### src/rtl/spi_slave_regif.sv
// SPI mode-0 slave that turns each {rw, addr, data} frame into one register-bus access.
// SCK/SS_N/MOSI are oversampled in the clk domain; all logic runs on clk.
module spi_slave_regif #(
  parameter int unsigned ADDR_W      = 7,
  parameter int unsigned DATA_W      = 32,
  parameter int unsigned SYNC_STAGES = 2
) (
  input  logic              clk,
  input  logic              rstn,
  input  logic              spi_sck,
  input  logic              spi_ss_n,
  input  logic              spi_mosi,
  output logic              spi_miso,
  output logic [ADDR_W-1:0] reg_addr,
  output logic [DATA_W-1:0] reg_wdata,
  output logic              reg_we,
  output logic              reg_re,
  input  logic [DATA_W-1:0] reg_rdata,
  output logic              frame_err,
  output logic [15:0]       frame_cnt
);

  localparam int unsigned CmdBits   = ADDR_W + 1;
  localparam int unsigned FrameBits = CmdBits + DATA_W;
  localparam int unsigned CntW      = $clog2(FrameBits + 1);
  localparam logic [CntW-1:0] CmdLast   = CntW'(CmdBits - 1);
  localparam logic [CntW-1:0] FrameLast = CntW'(FrameBits - 1);

  typedef enum logic [2:0] {StIdle, StCmd, StRdLoad, StData, StDone} state_e;

  state_e state_q, state_d;

  logic [SYNC_STAGES-1:0] sck_sync_q, ss_sync_q, mosi_sync_q;
  logic                   sck_prev_q, ss_prev_q;
  logic                   sck_s, ss_s, mosi_s;
  logic                   sck_rise, sck_fall, ss_fall;

  logic [CntW-1:0]   bit_cnt_q, bit_cnt_d;
  logic [ADDR_W-1:0] cmd_q, cmd_d;
  logic [DATA_W-2:0] rx_q, rx_d;
  logic [DATA_W-1:0] tx_q, tx_d;
  logic              rw_q, rw_d;
  logic [ADDR_W-1:0] addr_q, addr_d;
  logic [ADDR_W:0]   cmd_next;
  logic [DATA_W-1:0] rx_next;

  logic [ADDR_W-1:0] reg_addr_q, reg_addr_d;
  logic [DATA_W-1:0] reg_wdata_q, reg_wdata_d;
  logic              reg_we_q, reg_we_d;
  logic              reg_re_q, reg_re_d;
  logic              miso_q, miso_d;
  logic              frame_err_q, frame_err_d;
  logic [15:0]       frame_cnt_q, frame_cnt_d;

  assign sck_s    = sck_sync_q[SYNC_STAGES-1];
  assign ss_s     = ss_sync_q[SYNC_STAGES-1];
  assign mosi_s   = mosi_sync_q[SYNC_STAGES-1];
  assign sck_rise = sck_s & ~sck_prev_q;
  assign sck_fall = ~sck_s & sck_prev_q;
  assign ss_fall  = ~ss_s & ss_prev_q;

  always_comb begin
    state_d     = state_q;
    bit_cnt_d   = bit_cnt_q;
    cmd_d       = cmd_q;
    rx_d        = rx_q;
    tx_d        = tx_q;
    rw_d        = rw_q;
    addr_d      = addr_q;
    reg_addr_d  = reg_addr_q;
    reg_wdata_d = reg_wdata_q;
    reg_we_d    = 1'b0;
    reg_re_d    = 1'b0;
    miso_d      = miso_q;
    frame_err_d = frame_err_q;
    frame_cnt_d = frame_cnt_q;
    cmd_next    = {cmd_q, mosi_s};
    rx_next     = {rx_q, mosi_s};

    if (ss_s && (state_q inside {StCmd, StRdLoad, StData})) begin
      // Master deselected before the last bit: drop the frame, never write.
      state_d     = StIdle;
      frame_err_d = 1'b1;
    end else begin
      unique case (state_q)
        StIdle: begin
          miso_d = 1'b0;
          if (ss_fall) begin
            state_d   = StCmd;
            bit_cnt_d = '0;
          end
        end
        StCmd: begin
          if (sck_rise) begin
            cmd_d     = cmd_next[ADDR_W-1:0];
            bit_cnt_d = bit_cnt_q + CntW'(1);
            if (bit_cnt_q == CmdLast) begin
              rw_d       = cmd_next[ADDR_W];
              addr_d     = cmd_next[ADDR_W-1:0];
              reg_addr_d = cmd_next[ADDR_W-1:0];
              if (cmd_next[ADDR_W]) begin
                state_d = StData;
              end else begin
                reg_re_d = 1'b1;
                state_d  = StRdLoad;
              end
            end
          end
        end
        StRdLoad: begin
          // reg_re is high on the first cycle here; read data is valid on the next one.
          if (!reg_re_q) begin
            tx_d    = reg_rdata;
            state_d = StData;
          end
        end
        StData: begin
          if (sck_fall && !rw_q) begin
            miso_d = tx_q[DATA_W-1];
            tx_d   = {tx_q[DATA_W-2:0], 1'b0};
          end
          if (sck_rise) begin
            bit_cnt_d = bit_cnt_q + CntW'(1);
            if (rw_q) rx_d = rx_next[DATA_W-2:0];
            if (bit_cnt_q == FrameLast) begin
              state_d     = StDone;
              reg_we_d    = rw_q;
              reg_addr_d  = addr_q;
              if (rw_q) reg_wdata_d = rx_next;
              frame_cnt_d = frame_cnt_q + 16'd1;
              frame_err_d = 1'b0;
            end
          end
        end
        StDone: begin
          if (ss_s) state_d = StIdle;
        end
        default: state_d = StIdle;
      endcase
    end

    if (ss_s) miso_d = 1'b0;
  end

  always_ff @(posedge clk) begin
    if (!rstn) begin
      state_q     <= StIdle;
      sck_sync_q  <= '0;
      ss_sync_q   <= '0;
      mosi_sync_q <= '0;
      sck_prev_q  <= 1'b0;
      ss_prev_q   <= 1'b0;
      bit_cnt_q   <= '0;
      cmd_q       <= '0;
      rx_q        <= '0;
      tx_q        <= '0;
      rw_q        <= 1'b0;
      addr_q      <= '0;
      reg_addr_q  <= '0;
      reg_wdata_q <= '0;
      reg_we_q    <= 1'b0;
      reg_re_q    <= 1'b0;
      miso_q      <= 1'b0;
      frame_err_q <= 1'b0;
      frame_cnt_q <= '0;
    end else begin
      state_q     <= state_d;
      sck_sync_q  <= {sck_sync_q[SYNC_STAGES-2:0], spi_sck};
      ss_sync_q   <= {ss_sync_q[SYNC_STAGES-2:0], spi_ss_n};
      mosi_sync_q <= {mosi_sync_q[SYNC_STAGES-2:0], spi_mosi};
      sck_prev_q  <= sck_s;
      ss_prev_q   <= ss_s;
      bit_cnt_q   <= bit_cnt_d;
      cmd_q       <= cmd_d;
      rx_q        <= rx_d;
      tx_q        <= tx_d;
      rw_q        <= rw_d;
      addr_q      <= addr_d;
      reg_addr_q  <= reg_addr_d;
      reg_wdata_q <= reg_wdata_d;
      reg_we_q    <= reg_we_d;
      reg_re_q    <= reg_re_d;
      miso_q      <= miso_d;
      frame_err_q <= frame_err_d;
      frame_cnt_q <= frame_cnt_d;
    end
  end

  assign spi_miso  = miso_q;
  assign reg_addr  = reg_addr_q;
  assign reg_wdata = reg_wdata_q;
  assign reg_we    = reg_we_q;
  assign reg_re    = reg_re_q;
  assign frame_err = frame_err_q;
  assign frame_cnt = frame_cnt_q;

endmodule

### config.mk
export PLATFORM = sky130hd
export DESIGN_NAME = spi_slave_regif
export DESIGN_NICKNAME = d
export VERILOG_FILES = /design/src/rtl/spi_slave_regif.sv
export SDC_FILE = /design/constraint.sdc
export NUM_CORES = 1
export LEC_CHECK = 0
export CORE_MARGIN = 4
export CORE_UTILIZATION = 50
export CTS_CLUSTER_DIAMETER = 60
export DETAILED_ROUTE_END_ITERATION = 8
export GPL_TIMING_DRIVEN = 0
export PLACE_DENSITY = 0.75
export SLEW_MARGIN = 20
export SYNTH_ARGS = -nofsm -noshare
export SYNTH_HDL_FRONTEND = slang
export SYNTH_SLANG_ARGS = --single-unit
### constraint.sdc
create_clock -name clk -period 5.8 [get_ports clk]
set_clock_uncertainty 0.1 [all_clocks]
set_input_delay 0.58 -clock clk [delete_from_list [all_inputs] [get_ports clk]]
set_output_delay 0.58 -clock clk [all_outputs]
set_load 0.05 [all_outputs]
==> impl_metrics.py, run 1 <==
metrics = {
    "outcome": {
        "status": "finished, final reports clean",
    },
    "logic_synthesis": {
        "synth-main-ff-cell": "dfxtp_1",
        "async_flop_share": 0,
        "synth_edf_count": 0,
        "yosysUniqueCellTypes": 44,
        "syn_area_um2": 6277,
        "seq_area_frac_synth": 0.4911,
        "yosysTopAreaCell": "dfxtp_1",
        "synth.area.top_cells": "dfxtp_1 49%, mux2i_1 8.8%, a21oi_1 6.5%",
        "yosys_warnings": 0,
        "synth_fp_nets": 748,
        "yosys.area.top_type_share": 0.4911,
        "avgSynthCellArea_um2": 8.854,
        "ys_seq_elements": 154,
        "syn-instance-count": 709,
    },
    "sta": {
        "finalSetupViolations": 0,
        "hold_viol": 0,
        "tightestPinTransition_ps": 675.1,
        "rsz0062_at_grt": "false",
        "tns_ps": 0,
        "slew_viol_final": 0,
        "max_freq_mhz": 408.8,
        "relSlewSlack": 0.5490,
        "finalCritPeriodShare": 0.4218,
        "min_period_ps": 2446,
    },
    "setup_path": {
        "crit_required_ps": 5120,
        "end_kind": "primary output",
        "startpoint_type": "register",
        "crit_end": "frame_cnt[3]",
        "r2r_setup_slack_ps": 3510,
        "critical-path-max-stage-delay_ps": 870,
        "path_depth": 1,
        "crit_buf_inv": 1,
        "r2r_start": "bit_cnt_q[0]$_SDFFE_PN0P_",
        "critPathMaxFanout": 8,
        "r2r-end": "reg_addr[6]$_SDFFE_PN0P_",
        "criticalPathCategory": "register to primary output",
        "cp-startpoint": "frame_cnt[3]$_SDFFE_PN0P_",
        "arrival_ps": 1770,
        "worst-r2r-cell-count": 6,
        "cp_slowest_cell": "clkdlybuf4s50_1",
        "crit_chain": "clkdlybuf4s50_1",
        "critical_path.top_delay_family": "buffers and inverters",
    },
    "grt": {
        "antenna_found_initial": 0,
        "met2_usage": 0.3358,
        "use_met1": 0.2621,
        "track_usage": 0.2063,
        "grt_pass1_vias": 5193,
        "grt.met3_usage": 0.05231,
        "grt_pass1_wl_um": 24320,
        "grt_max_degree": 17,
        "grt-ovfl-total": 0,
        "top_usage_layer": "met2",
    },
    "clock_tree": {
        "root_buffer": "clkbuf_16",
        "cts_made_buffers": 17,
        "cts_tree": "done",
        "cts.sinks": 154,
        "cts_setup_buffers": 0,
        "path_clk_slew_ps": 60,
        "cts-htree-levels": 4,
        "insertion_delay_ps": 420,
        "cts-resized-gates": 0,
        "clock_path_buffers": 2,
        "ctsHoldBuffers": 0,
    },
    "placement": {
        "dp_hpwl_um": 10550,
        "io_buffers": 95,
        "globalplace.congestion": 0.8338,
    },
    "layout": {
        "syn_to_final_growth_pct": 27.75,
        "fillCellCount": 1013,
        "diodes": 0,
        "fin_nets": 862,
        "final_layout_size_suffix_gt1_frac": 0.06220,
    },
    "routing": {
        "routedWlPerCell_um": 14.54,
        "drt-initial-drc-count": 379,
        "vias_per_cell": 5.424,
        "wirelength_um": 14590,
        "first_pass_iters": 5,
        "vias": 5446,
        "drc_errors": 0,
        "ant_nets": 0,
    },
    "floorplanning": {
        "io_pins": 96,
        "core_um2": 12160,
        "die_h_um": 120.0,
        "start_util": 0.5162,
        "die_w_um": 120.0,
        "die-area_um2": 14410,
        "fp-row-count": 40,
    },
    "job": {
        "maxCapViolCount": 0,
    },
    "pwr": {
        "static-leakage-power_nw": 2.865,
        "irDropWorstVdd_v": 0.0001619,
        "power_density_nw_per_um2": 274.4,
        "finalPower_mw": 2.201,
    },
    "worst_hold_path": {
        "worstHoldPathType": "register to register",
    },
}
==> metrics by stage <==
step	cell area [um^2]	hold slack (ps)	std cells	util	setup WS [ps]
after global placement	7438	322.5	972	0.6116	3258
after CTS	8019	337.1	1004	0.6594	3342
after floorplan	6277	311.9	709	-	3778
final	8019	335.3	1004	0.6594	3354
after global routing	8019	355.4	1004	0.6594	3304
after detailed placement	7438	322.9	972	0.6116	3245
==> routing by layer <==
| metal | vias up | routed length (um) |
|---|---|---|
| li1 | 2747 | - |
| met1 | 2540 | 6672 |
| met2 | 136 | 6966 |
| met3 | 23 | 688 |
| met4 | 0 | 267 |
| met5 | - | 0 |
==> area by class of cell <==
type / count / area [um^2] / share of cell area
Clock buffer: 21 / 460.4 / 0.05742
Clock inverter: 11 / 120.1 / 0.01498
Buffer: 62 / 270.3 / 0.03370
Multi-Input combinational cell: 488 / 2905 / 0.3623
Timing Repair Buffer: 95 / 950.9 / 0.1186
Inverter: 5 / 18.77 / 0.002340
Tap cell: 168 / 210.2 / 0.02621
Sequential cell: 154 / 3083 / 0.3845
==> cell usage after synthesis, types with 4 or more instances <==
library cell	instances
dfxtp_1	154
or4_1	12
inv_1	5
and2_1	11
buf_1	7
nor2_1	68
o21ai_0	42
nand4_1	5
nand3_1	40
buf_2	12
buf_4	4
clkbuf_1	38
mux2i_1	55
and3_1	4
xor2_1	5
a211oi_1	39
nand3b_1	4
nand2_1	72
a21oi_1	81
o31ai_1	12
==> sequential cells by signal, summed over array words and instances, names as in the netlist, 2 cells and up <==
signal / flops
tx_q: 32
frame_cnt: 16
mosi_sync_q: 2
reg_addr: 7
cmd_q: 7
state_q: 3
addr_q: 7
rx_q: 31
reg_wdata: 32
ss_sync_q: 2
sck_sync_q: 2
bit_cnt_q: 6
==> cell families after synthesis <==
kind of cell / Yosys count / share of synthesized area
buffers and inverters: 67 / 0.04605
multiplexers: 55 / 0.08770
XOR/XNOR: 7 / 0.009767
AO/OA/AOI/OAI: 181 / 0.1676
AND/OR/NAND/NOR: 243 / 0.1937
adder cells (fa/ha/maj): 2 / 0.003986
flip-flops: 154 / 0.4911
==> where the power goes <==
part	internal, mW	switching (mW)
clock	0.654	0.422
combinational	0.0311	0.0304
sequential	1.06	0.00250
total	1.75	0.455
==> worst min-delay path by stage <==
stage | start | endpoint | slack, ps | cells past startpoint
2_1_floorplan | mosi_sync_q[0]$_SDFF_PN0_ | mosi_sync_q[1]$_SDFF_PN0_ | 310 | 1
3_3_place_gp | sck_sync_q[0]$_SDFF_PN0_ | sck_sync_q[1]$_SDFF_PN0_ | 320 | 1
3_5_place_dp | mosi_sync_q[0]$_SDFF_PN0_ | mosi_sync_q[1]$_SDFF_PN0_ | 320 | 1
4_1_cts | mosi_sync_q[0]$_SDFF_PN0_ | mosi_sync_q[1]$_SDFF_PN0_ | 340 | 1
5_1_grt | mosi_sync_q[0]$_SDFF_PN0_ | mosi_sync_q[1]$_SDFF_PN0_ | 360 | 1
6_report | mosi_sync_q[0]$_SDFF_PN0_ | mosi_sync_q[1]$_SDFF_PN0_ | 340 | 1
==> cells in the final DEF (no fill, tap or decap), types with 2 or more instances in the layout <==
cell             instances
dfxtp_1                154
clkdlybuf4s50_1         95
a21oi_1                 81
nand2_1                 72
nor2_1                  68
mux2i_1                 55
o21ai_0                 42
clkbuf_1                40
nand3_1                 40
a211oi_1                39
clkbuf_16               17
buf_2                   12
o31ai_1                 12
or4_1                   12
and2_1                  11
buf_1                    7
inv_1                    5
nand4_1                  5
xor2_1                   5
buf_4                    4
and3_1                   4
nand3b_1                 4
clkinv_2                 4
and3b_1                  3
and4_1                   3
nand2b_1                 3
o211ai_1                 3
clkinvlp_4               3
or3_1                    2
xnor2_1                  2
or4b_1                   2
nor3_1                   2
nor3b_1                  2
o2111ai_1                2
ha_1                     2
clkbuf_8                 2
bufinv_16                2
(Power assumes the default switching activity.)
==> inputs of run 2 (changes only) <==
==> constraint.sdc (replaced) <==
create_clock -name clk -period 2.5 [get_ports clk]
set_clock_uncertainty 0.1 [all_clocks]
set_input_delay 0.25 -clock clk [delete_from_list [all_inputs] [get_ports clk]]
set_output_delay 0.25 -clock clk [all_outputs]
set_load 0.05 [all_outputs]
==> results of run 2 <==
The final DEF is identical to that of run 1. Status: finished, final reports clean.
Among the figures that moved: setup slack after placement 3245 ps -> 192.6 ps; setup slack after layout 3354 ps -> 214.2 ps; hold slack 335.3 ps -> 308.6 ps; start point of the critical path frame_cnt[3]$_SDFFE_PN0P_ -> bit_cnt_q[0]$_SDFFE_PN0P_; end point of the critical path frame_cnt[3] -> reg_addr[6]$_SDFFE_PN0P_; register-to-register setup slack 3510 ps -> 210 ps; end point of the worst hold path mosi_sync_q[1]$_SDFF_PN0_ -> mosi_sync_q[0]$_SDFF_PN0_; total power 2.201 mW -> 5.105 mW; worst IR drop on VDD 0.0001619 V -> 0.0003755 V
==> inputs of run 3 (changes only) <==
--- a/config.mk
+++ b/config.mk
@@ -9,8 +9,8 @@
 export CORE_UTILIZATION = 50
 export CTS_CLUSTER_DIAMETER = 60
 export DETAILED_ROUTE_END_ITERATION = 8
-export GPL_TIMING_DRIVEN = 0
-export PLACE_DENSITY = 0.75
+export DONT_BUFFER_PORTS = 1
+export GPL_ROUTABILITY_DRIVEN = 0
 export SLEW_MARGIN = 20
 export SYNTH_ARGS = -nofsm -noshare
 export SYNTH_HDL_FRONTEND = slang
==> run 3 against run 2 <==
Effect of this change:
- sequential power barely moved
- critical path depth down 2
- critical endpoint is now frame_cnt[9]$_SDFFE_PN0P_
- setup slack better by 0.97 ps
- via count decreased by 7.0%
- utilization is 4.5 points lower
==> impl_metrics.py, run 3 (synthesis gave the netlist of run 1 again) <==
metrics = {
    "routing": {
        "routedWlPerCell_um": 14.91,
        "dr.max_layer_used": "met4",
        "wl_met1_um": 5795,
        "ant_nets": 0,
        "drc_errors": 0,
        "first_pass_iters": 4,
        "vias_per_cell": 5.562,
        "drt-initial-drc-count": 422,
        "vias": 5067,
        "wl_met2_um": 6795,
        "wirelength_um": 13590,
        "wl_met3_um": 770,
    },
    "worst_hold_path": {
        "min_from": "rstn",
        "worstHoldPathType": "input pin to register",
        "whs_endpoint": "rw_q$_SDFFE_PN0P_",
        "worstHoldPathCells": 2,
    },
    "clock_tree": {
        "clock_path_buffers": 2,
        "cts-htree-levels": 4,
        "cts_tree": "done",
        "root_buffer": "clkbuf_16",
        "cts.sinks": 154,
        "cts_setup_buffers": 0,
        "cts_made_buffers": 17,
        "path_clk_slew_ps": 60,
        "insertion_delay_ps": 410,
    },
    "sta": {
        "tns_ps": 0,
        "finalSetupViolations": 0,
        "slew_viol_final": 0,
        "hold_viol": 0,
        "min_period_ps": 2285,
        "relSlewSlack": 0.4564,
        "tightestPinTransition_ps": 814.5,
        "max_freq_mhz": 437.7,
        "rsz0062_at_grt": "false",
        "finalCritPeriodShare": 0.9139,
    },
    "placement": {
        "dp.cells": 843,
        "dp_hpwl_um": 8539,
        "io_buffers": 0,
    },
    "floorplanning": {
        "fp-row-count": 40,
        "io_pins": 96,
        "start_util": 0.5162,
        "die_w_um": 120.0,
        "core_um2": 12160,
        "die_h_um": 120.0,
        "die-area_um2": 14410,
    },
    "pwr": {
        "irDropWorstVdd_v": 0.0004314,
        "power_density_nw_per_um2": 710.4,
        "static-leakage-power_nw": 2.720,
        "p_sw_frac": 0.1956,
        "p_int_mw": 4.270,
        "power.share.clock": 0.511,
        "p_seq_frac": 0.465,
        "p_comb_frac": 0.024,
        "switchingPower_mw": 1.038,
    },
    "layout": {
        "layoutNonFillerInstCount": 911,
        "final_layout_size_suffix_gt1_frac": 0.09017,
        "final_cell_mix": "154 x dfxtp_1, 81 x a21oi_1, 72 x nand2_1",
        "diodes": 0,
        "fin_nets": 769,
        "syn_to_final_growth_pct": 19.04,
        "final_common_cell": "dfxtp_1",
    },
    "setup_path": {
        "startpoint_type": "register",
        "end_kind": "register",
        "crit_required_ps": 2740,
        "criticalPathCategory": "register to register",
        "r2r-end": "frame_cnt[9]$_SDFFE_PN0P_",
        "worst-r2r-cell-count": 4,
        "r2r_setup_slack_ps": 220,
        "arrival_ps": 2530,
        "r2r_start": "state_q[1]$_SDFFE_PP0P_",
        "critPathMaxFanout": 32,
    },
    "grt": {
        "grt_pass1_wl_um": 22940,
        "antenna_found_initial": 0,
        "grt-ovfl-total": 0,
        "grt_pass1_vias": 4906,
        "track_usage": 0.1948,
        "grt_max_degree": 70,
    },
    "outcome": {
        "status": "finished, final reports clean",
    },
    "job": {
        "maxCapViolCount": 0,
    },
}
-- run 3: cell count changes in the layout (fill, tap and decap cells not counted), sizes merged --
cell and delta:
clkinv -2, clkbuf -38, buf +4, bufinv +2, dlygate4sd3 +36, clkdlybuf4s50 -95
-- run 3: stage by stage --
| stage | worst slack, ps | cell area, um^2 | total power, mW | hold WS (ps) | util |
|---|---|---|---|---|---|
| floorplan | 478.2 | 6277 | 2.580 | 277.3 | - |
| global placement | 342.6 | 6475 | 2.596 | 281.0 | 0.5324 |
| detailed placement | 216.5 | 6475 | 2.599 | 278.6 | 0.5324 |
| CTS | 211.4 | 7472 | 5.372 | 151.6 | 0.6144 |
| global route | 47.26 | 7472 | 5.484 | 191.8 | 0.6144 |
| finish | 215.1 | 7472 | 5.308 | 156.5 | 0.6144 |
-- run 3: how the worst max path moves through the flow --
stage | start | endpoint | slack (ps) | cells after the start
floorplan | frame_cnt[3]$_SDFFE_PN0P_ | frame_cnt[9]$_SDFFE_PN0P_ | 480 | 5
global placement | state_q[1]$_SDFFE_PP0P_ | frame_cnt[8]$_SDFFE_PN0P_ | 340 | 4
detailed placement | state_q[1]$_SDFFE_PP0P_ | frame_cnt[9]$_SDFFE_PN0P_ | 220 | 4
CTS | state_q[1]$_SDFFE_PP0P_ | frame_cnt[9]$_SDFFE_PN0P_ | 210 | 4
global route | state_q[1]$_SDFFE_PP0P_ | frame_cnt[14]$_SDFFE_PN0P_ | 50 | 4
finish | state_q[1]$_SDFFE_PP0P_ | frame_cnt[9]$_SDFFE_PN0P_ | 220 | 4
-- run 3: what timing repair did --
| item | 4_1_cts | 5_1_grt |
|---|---|---|
| setup endpoints to repair | 0 | 0 |
| gates resized for setup | 0 | 0 |
| endpoints found under the hold margin | 46 | 0 |
| hold buffers | 36 | 0 |
-- run 3: routing by layer --
metal  track usage  vias up
met1        0.2296     2366
met3       0.05985       18
met4       0.07588        0
li1              -     2579
met5             0        -
met2        0.3312      104
-- run 3: cell type report --
cell class / instances / area [um^2]
clock inverter: 11 / 166.4
inverter: 5 / 21.27
sequential: 154 / 3083
clock buffer: 21 / 470.5
multi-input combinational: 488 / 2913
timing repair buffer: 64 / 608.1
fill: 1045 / 4690
tap: 168 / 210.2
-- run 3: worst max-delay path: stages (launching register included) --
cell	delay, ps
dfxtp_1	520
nor3b_4	400
nand4_4	390
or4_1	610
a21oi_1	180
-- run 3: power groups by stage --
stage / Combinational [mW] / Sequential, mW / Clock, mW
2_1_floorplan: 0.0611 / 2.52 / 0
3_3_place_gp: 0.0750 / 2.52 / 0
3_5_place_dp: 0.0772 / 2.52 / 0
4_1_cts: 0.126 / 2.47 / 2.78
5_1_grt: 0.138 / 2.47 / 2.88
6_report: 0.126 / 2.47 / 2.71
==> edit 1: new RTL, config.mk and constraints of run 3 <==
Change the parameter `ADDR_W` from 7 to 8.
--- a/src/rtl/spi_slave_regif.sv
+++ b/src/rtl/spi_slave_regif.sv
@@ -1,7 +1,7 @@
 // SPI mode-0 slave that turns each {rw, addr, data} frame into one register-bus access.
 // SCK/SS_N/MOSI are oversampled in the clk domain; all logic runs on clk.
 module spi_slave_regif #(
-  parameter int unsigned ADDR_W      = 7,
+  parameter int unsigned ADDR_W      = 8,
   parameter int unsigned DATA_W      = 32,
   parameter int unsigned SYNC_STAGES = 2
 ) (
Interface: changed (resized reg_addr); port bits go from 96 to 97. No check against the original RTL was run, so the function may have changed too.
==> edit 1 against run 3 <==
- area after synthesis up 4.1%
- power down 3.2%
- clock power down 8.1%
- routed wire length up 4.9%
- worst setup slack better by 170 ps
- sequential cell count up 3
- synthesized cell count up 7.3%
- maximum frequency up 8.3%
- final area up 2.9%
- highest routed layer unchanged
- core utilization down 1.0 points
==> edit 1: results (changes against run 3) <==
Parameter                              Value

Place
  Half-perimeter wire length after placement ... 9010 microns (was 8540 microns)
  Post-placement cell area ... 6730 sq um (was 6470 sq um)
  Cell count after placement ... 902 (was 843)

Cells and area
  Final-stage net count ... 826 (was 769)
  Multi-input combinational cell area ... 3110 sq um (was 2910 sq um)
  Filler instances ... 1129 (was 1045)
  Fraction of layout instances using a drive strength above 1 ... 0.0964 (was 0.0902)

Clocking
  Buffer cell driving the clock tree root ... clkbuf_16 (unchanged)
  Hold-fix buffers at CTS ... 37 (was 36)
  Worst-path clk slew ... 60 ps (about the same)
  Longest Clk Path Bufs ... 2 (unchanged)
  Maximum level of the CTS H-tree ... 4 (unchanged)

GRT
  Pin count of the biggest net entering global routing ... 76 (was 70)
  Global-route wire length before repair ... 23500 microns (was 22900 microns)
  Initial antenna violation count ... 0 (unchanged)
  Total routing usage reported by global routing ... 0.195 (about the same)
  Via count of the first global-routing pass ... 5115 (was 4906)

Worst setup path
  Worst setup path endpoint ... frame_cnt[7] (was frame_cnt[9])
  Largest fanout on the critical path ... 23 (was 32)
  Data arrival time of the critical path ... 2360 ps (was 2530 ps)
  Startpoint of the most critical setup path ... bit_cnt_q[0] (was state_q[1])
  Reg2Reg Depth ... 7 (was 4)

STA
  Max transition margin ... 0.523 (was 0.456)
  Smallest setup slack after layout ... 390 ps (was 215 ps)

Power
  Sw Pwr ... 0.00110 W (was 0.00104 W)
  Peak supply drop ... 0.319 mV (was 0.431 mV)
  Switching power as a share of total power ... 0.215 (was 0.196)
  P_seq ... 0.00251 W (was 0.00247 W)
  Static leakage ... 2.65 nW (was 2.72 nW)
  Part of the power in combinational logic ... 0.027 (was 0.024)

Synthesis
  Net Count, Synth ... 801 (was 748)
  Post-synthesis async set-or-reset flop share ... 0 (unchanged)
  Syn. warnings ... 0 (unchanged)
  Synth cell count leaders ... 181 x nand2_1, 157 x dfxtp_1, 63 x nor2_1 (was 154 x dfxtp_1, 81 x a21oi_1, 72 x nand2_1)
  Biggest area contributors in the synthesized netlist ... dfxtp_1 48%, nand2_1 10%, mux2i_1 8.1%, a21oi_1 4.3%, a311oi_1 4.2% (was dfxtp_1 49%, mux2i_1 8.8%, a21oi_1 6.5%, a211oi_1 4.7%, nand2_1 4.3%)
  Number of distinct library cells after synthesis ... 52 (was 44)
  Mean Syn Cell Area ... 8.58 sq um (was 8.85 sq um)
  Part of the Yosys area used for sequential elements ... 0.481 (was 0.491)

Outcome
  Result of the run ... finished clean (unchanged)

Route
  Total wirelength of the detailed-routed design ... 14200 microns (was 13600 microns)
  Average wire per standard cell ... 14.7 microns (was 14.9 microns)
  Drt initial violations ... 416 (was 422)
  Overall via count from detail_route ... 5369 (was 5067)
[edit 1: cell count changes after synthesis, moves of 8 or more]
| cell | before | now |
|---|---|---|
| a311oi_1 | 0 | 31 |
| a21oi_1 | 81 | 56 |
| mux2_2 | 0 | 8 |
| a211oi_1 | 39 | 0 |
| o21ai_0 | 42 | 5 |
| nand2_1 | 72 | 181 |
[edit 1: cell type report]
cell class	count	area share
inverters	7	0.00358
clock buffers	18	0.0558
multi-input cells	538	0.404
repair buffers	65	0.0810
well taps	172	0.0280
flip-flops and latches	157	0.409
clock inverters	14	0.0186
[edit 1: per-layer routing]
metal,up-vias,GRT usage,wire length [microns]
li1,2692,-,-
met1,2526,0.238,6390
met2,129,0.318,6740
met3,22,0.0631,842
met5,-,0,0
met4,0,0.0812,270
[edit 1: cell families (layout without fill, tap and decap cells)]
| kind of cell | count (synthesis) | in the layout | synth area share |
|---|---|---|---|
| AND/OR/NAND/NOR | 354 | 354 | 0.246 |
| multiplexers | 61 | 61 | 0.0950 |
| buffers and inverters | 66 | 104 | 0.0444 |
| adder cells (fa/ha/maj) | 3 | 3 | 0.00575 |
| XOR/XNOR | 7 | 7 | 0.00939 |
| AO/OA/AOI/OAI | 113 | 113 | 0.118 |
| flip-flops | 157 | 157 | 0.481 |
[edit 1: worst min path at each step]
stage,slack [ps],endpoint,cells after the start,startpoint
after floorplan,280,mosi_sync_q[0],1,spi_mosi
after global placement,280,mosi_sync_q[0],1,rstn
after detailed placement,280,mosi_sync_q[1],1,rstn
after CTS,20,state_q[0],3,rstn
after global routing,60,state_q[0],3,rstn
final,30,state_q[0],3,rstn
[edit 1: worst max-delay path, cell delays in order (launching register included)]
cell and delay [ps]:
dfxtp_1 340, inv_1 100, ha_1 170, and4bb_2 300
nand4_1 120, buf_4 230, or4_1 510, a21oi_1 160
==> edit 2: new RTL, settings of run 3 <==
Without the edit above. Make the reset (`rstn`) asynchronous in one clocked block.
--- a/src/rtl/spi_slave_regif.sv
+++ b/src/rtl/spi_slave_regif.sv
@@ -142,7 +142,7 @@
     if (ss_s) miso_d = 1'b0;
   end
 
-  always_ff @(posedge clk) begin
+  always_ff @(posedge clk or negedge rstn) begin
     if (!rstn) begin
       state_q     <= StIdle;
       sck_sync_q  <= '0;
Behaviour: differs if rstn is asserted again (counterexample within 10 cycles, from zero or initial values and one cycle with rstn low); with rstn held inactive, the same outputs for 10 cycles.
==> edit 2 against run 3 <==
- largest cell class unchanged
- worst setup slack lost 5.2 ps
- sequential cell count unchanged
- final area increased by 2.4%
- worst hold slack worse by 730 ps
- maximum frequency decreased by 0.23%
- critical endpoint is now frame_cnt[13]
- area after synthesis is 1.0% higher
- routed wire length fell by 12%
- critical path depth grew 2
- critical path type unchanged
- the flow now finishes with violations (hold timing)
- via count down 23%
Power is not compared: it rests on default switching activity, and its combinational part moved more than twofold at a synthesized area within 25%.
==> edit 2: results (changes against run 3) <==
Parameter                              Value

Outcome
  Result of the run ... complete, but fails checks (was finished clean)
  Violations in the final reports ... hold timing

Route
  Total wirelength of the detailed-routed design ... 12000 microns (was 13600 microns)
  Detailed route wirelength on metal2 ... 6120 microns (was 6800 microns)
  Routed wire length on met3 ... 701 microns (was 770 microns)
  Routed length on met1 ... 5060 microns (was 5800 microns)
  Post-DR vias/cell ... 5.33 (was 5.56)

Synthesis
  Compound-Gate Fraction of Synth Area ... 0.0566 (was 0.168)
  Part of the Yosys area used for sequential elements ... 0.608 (was 0.491)
  Net Count, Synth ... 534 (was 748)
  XOR/XNOR Fraction of Synth Area ... 0.0221 (was 0.00977)
  Post-synthesis async set-or-reset flop share ... 1.00 (was 0)
  Arithmetic-cell share of the synthesized area counting full adders, half adders and majority gates ... 0.00395 (was 0.00399)
  Synthesized instance count ... 495 (was 709)
  Synth cell count leaders ... 154 x dfrtp_1, 81 x mux2_2, 51 x nand2_1 (was 154 x dfxtp_1, 81 x a21oi_1, 72 x nand2_1)

GRT
  Total routing usage reported by global routing ... 0.182 (was 0.195)
  Met2 layer usage reported by global route ... 0.295 (was 0.331)
  Pin count of the biggest net entering global routing ... 155 (was 70)

Worst setup path
  Largest fanout on the critical path ... 7 (was 32)
  Startpoint of the most critical setup path ... bit_cnt_q[0] (was state_q[1])

Place
  Cell count after placement ... 666 (was 843)
  Post-placement cell area ... 6680 sq um (was 6470 sq um)

STA
  Worst hold slack after final layout ... -572 ps (was 156 ps)
  Final Hold Fails ... 154 (was 0)
  Transition time at the pin with the least slew margin ... 544 ps (was 814 ps)

Hold path
  Min-Delay Path Class ... in -> async (was in -> reg)
[edit 2: timing repair]
action	4_1_cts	5_1_grt
hold endpoints to repair	189	154
gates resized for setup	0	0
setup endpoints to repair	0	3
[edit 2: area by class of cell]
cell class / count / area, sq um / area share
timing repair buffer: 60 / 563 / 0.0736
tap: 168 / 210 / 0.0275
inverter: 4 / 15.0 / 0.00196
clock inverter: 9 / 136 / 0.0178
multi-input combinational: 315 / 2390 / 0.312
clock buffer: 22 / 484 / 0.0633
sequential: 154 / 3850 / 0.504
[edit 2: how the worst max path moves through the flow]
| stage | end | slack [ps] | cells past startpoint |
|---|---|---|---|
| 6_report | frame_cnt[13] | 210 | 6 |
| 5_1_grt | frame_cnt[15] | 40 | 6 |
| 4_1_cts | frame_cnt[15] | 160 | 6 |
| 3_5_place_dp | frame_cnt[13] | 180 | 6 |
| 3_3_place_gp | frame_cnt[15] | 270 | 6 |
| 2_1_floorplan | reg_wdata[0] | 310 | 6 |
[edit 2: power groups by stage]
stage          logic, W  registers (W)  clock network (W)
3_3_place_gp   0.000934        0.00308                  0
4_1_cts         0.00102        0.00307            0.00272
6_report        0.00100        0.00307            0.00265
3_5_place_dp   0.000966        0.00311                  0
5_1_grt         0.00115        0.00311            0.00286
2_1_floorplan  0.000771        0.00303                  0
[edit 2: worst max-delay path, stage by stage (launching register included)]
cell and delay (ps):
dfrtp_1 380, ha_1 240, nor4bb_1 400, nand2_1 250
nor4_4 430, nand4_1 180, xnor2_1 170
[edit 2: kinds of logic (layout without fill, tap and decap cells)]
kind of cell             count (synthesis)  in the layout
flip-flops                             154            154
multiplexers                           119            119
AND/OR/NAND/NOR                        112            112
AO/OA/AOI/OAI                           66             66
buffers and inverters                   26             95
XOR/XNOR                                16             16
adder cells (fa/ha/maj)                  2              2
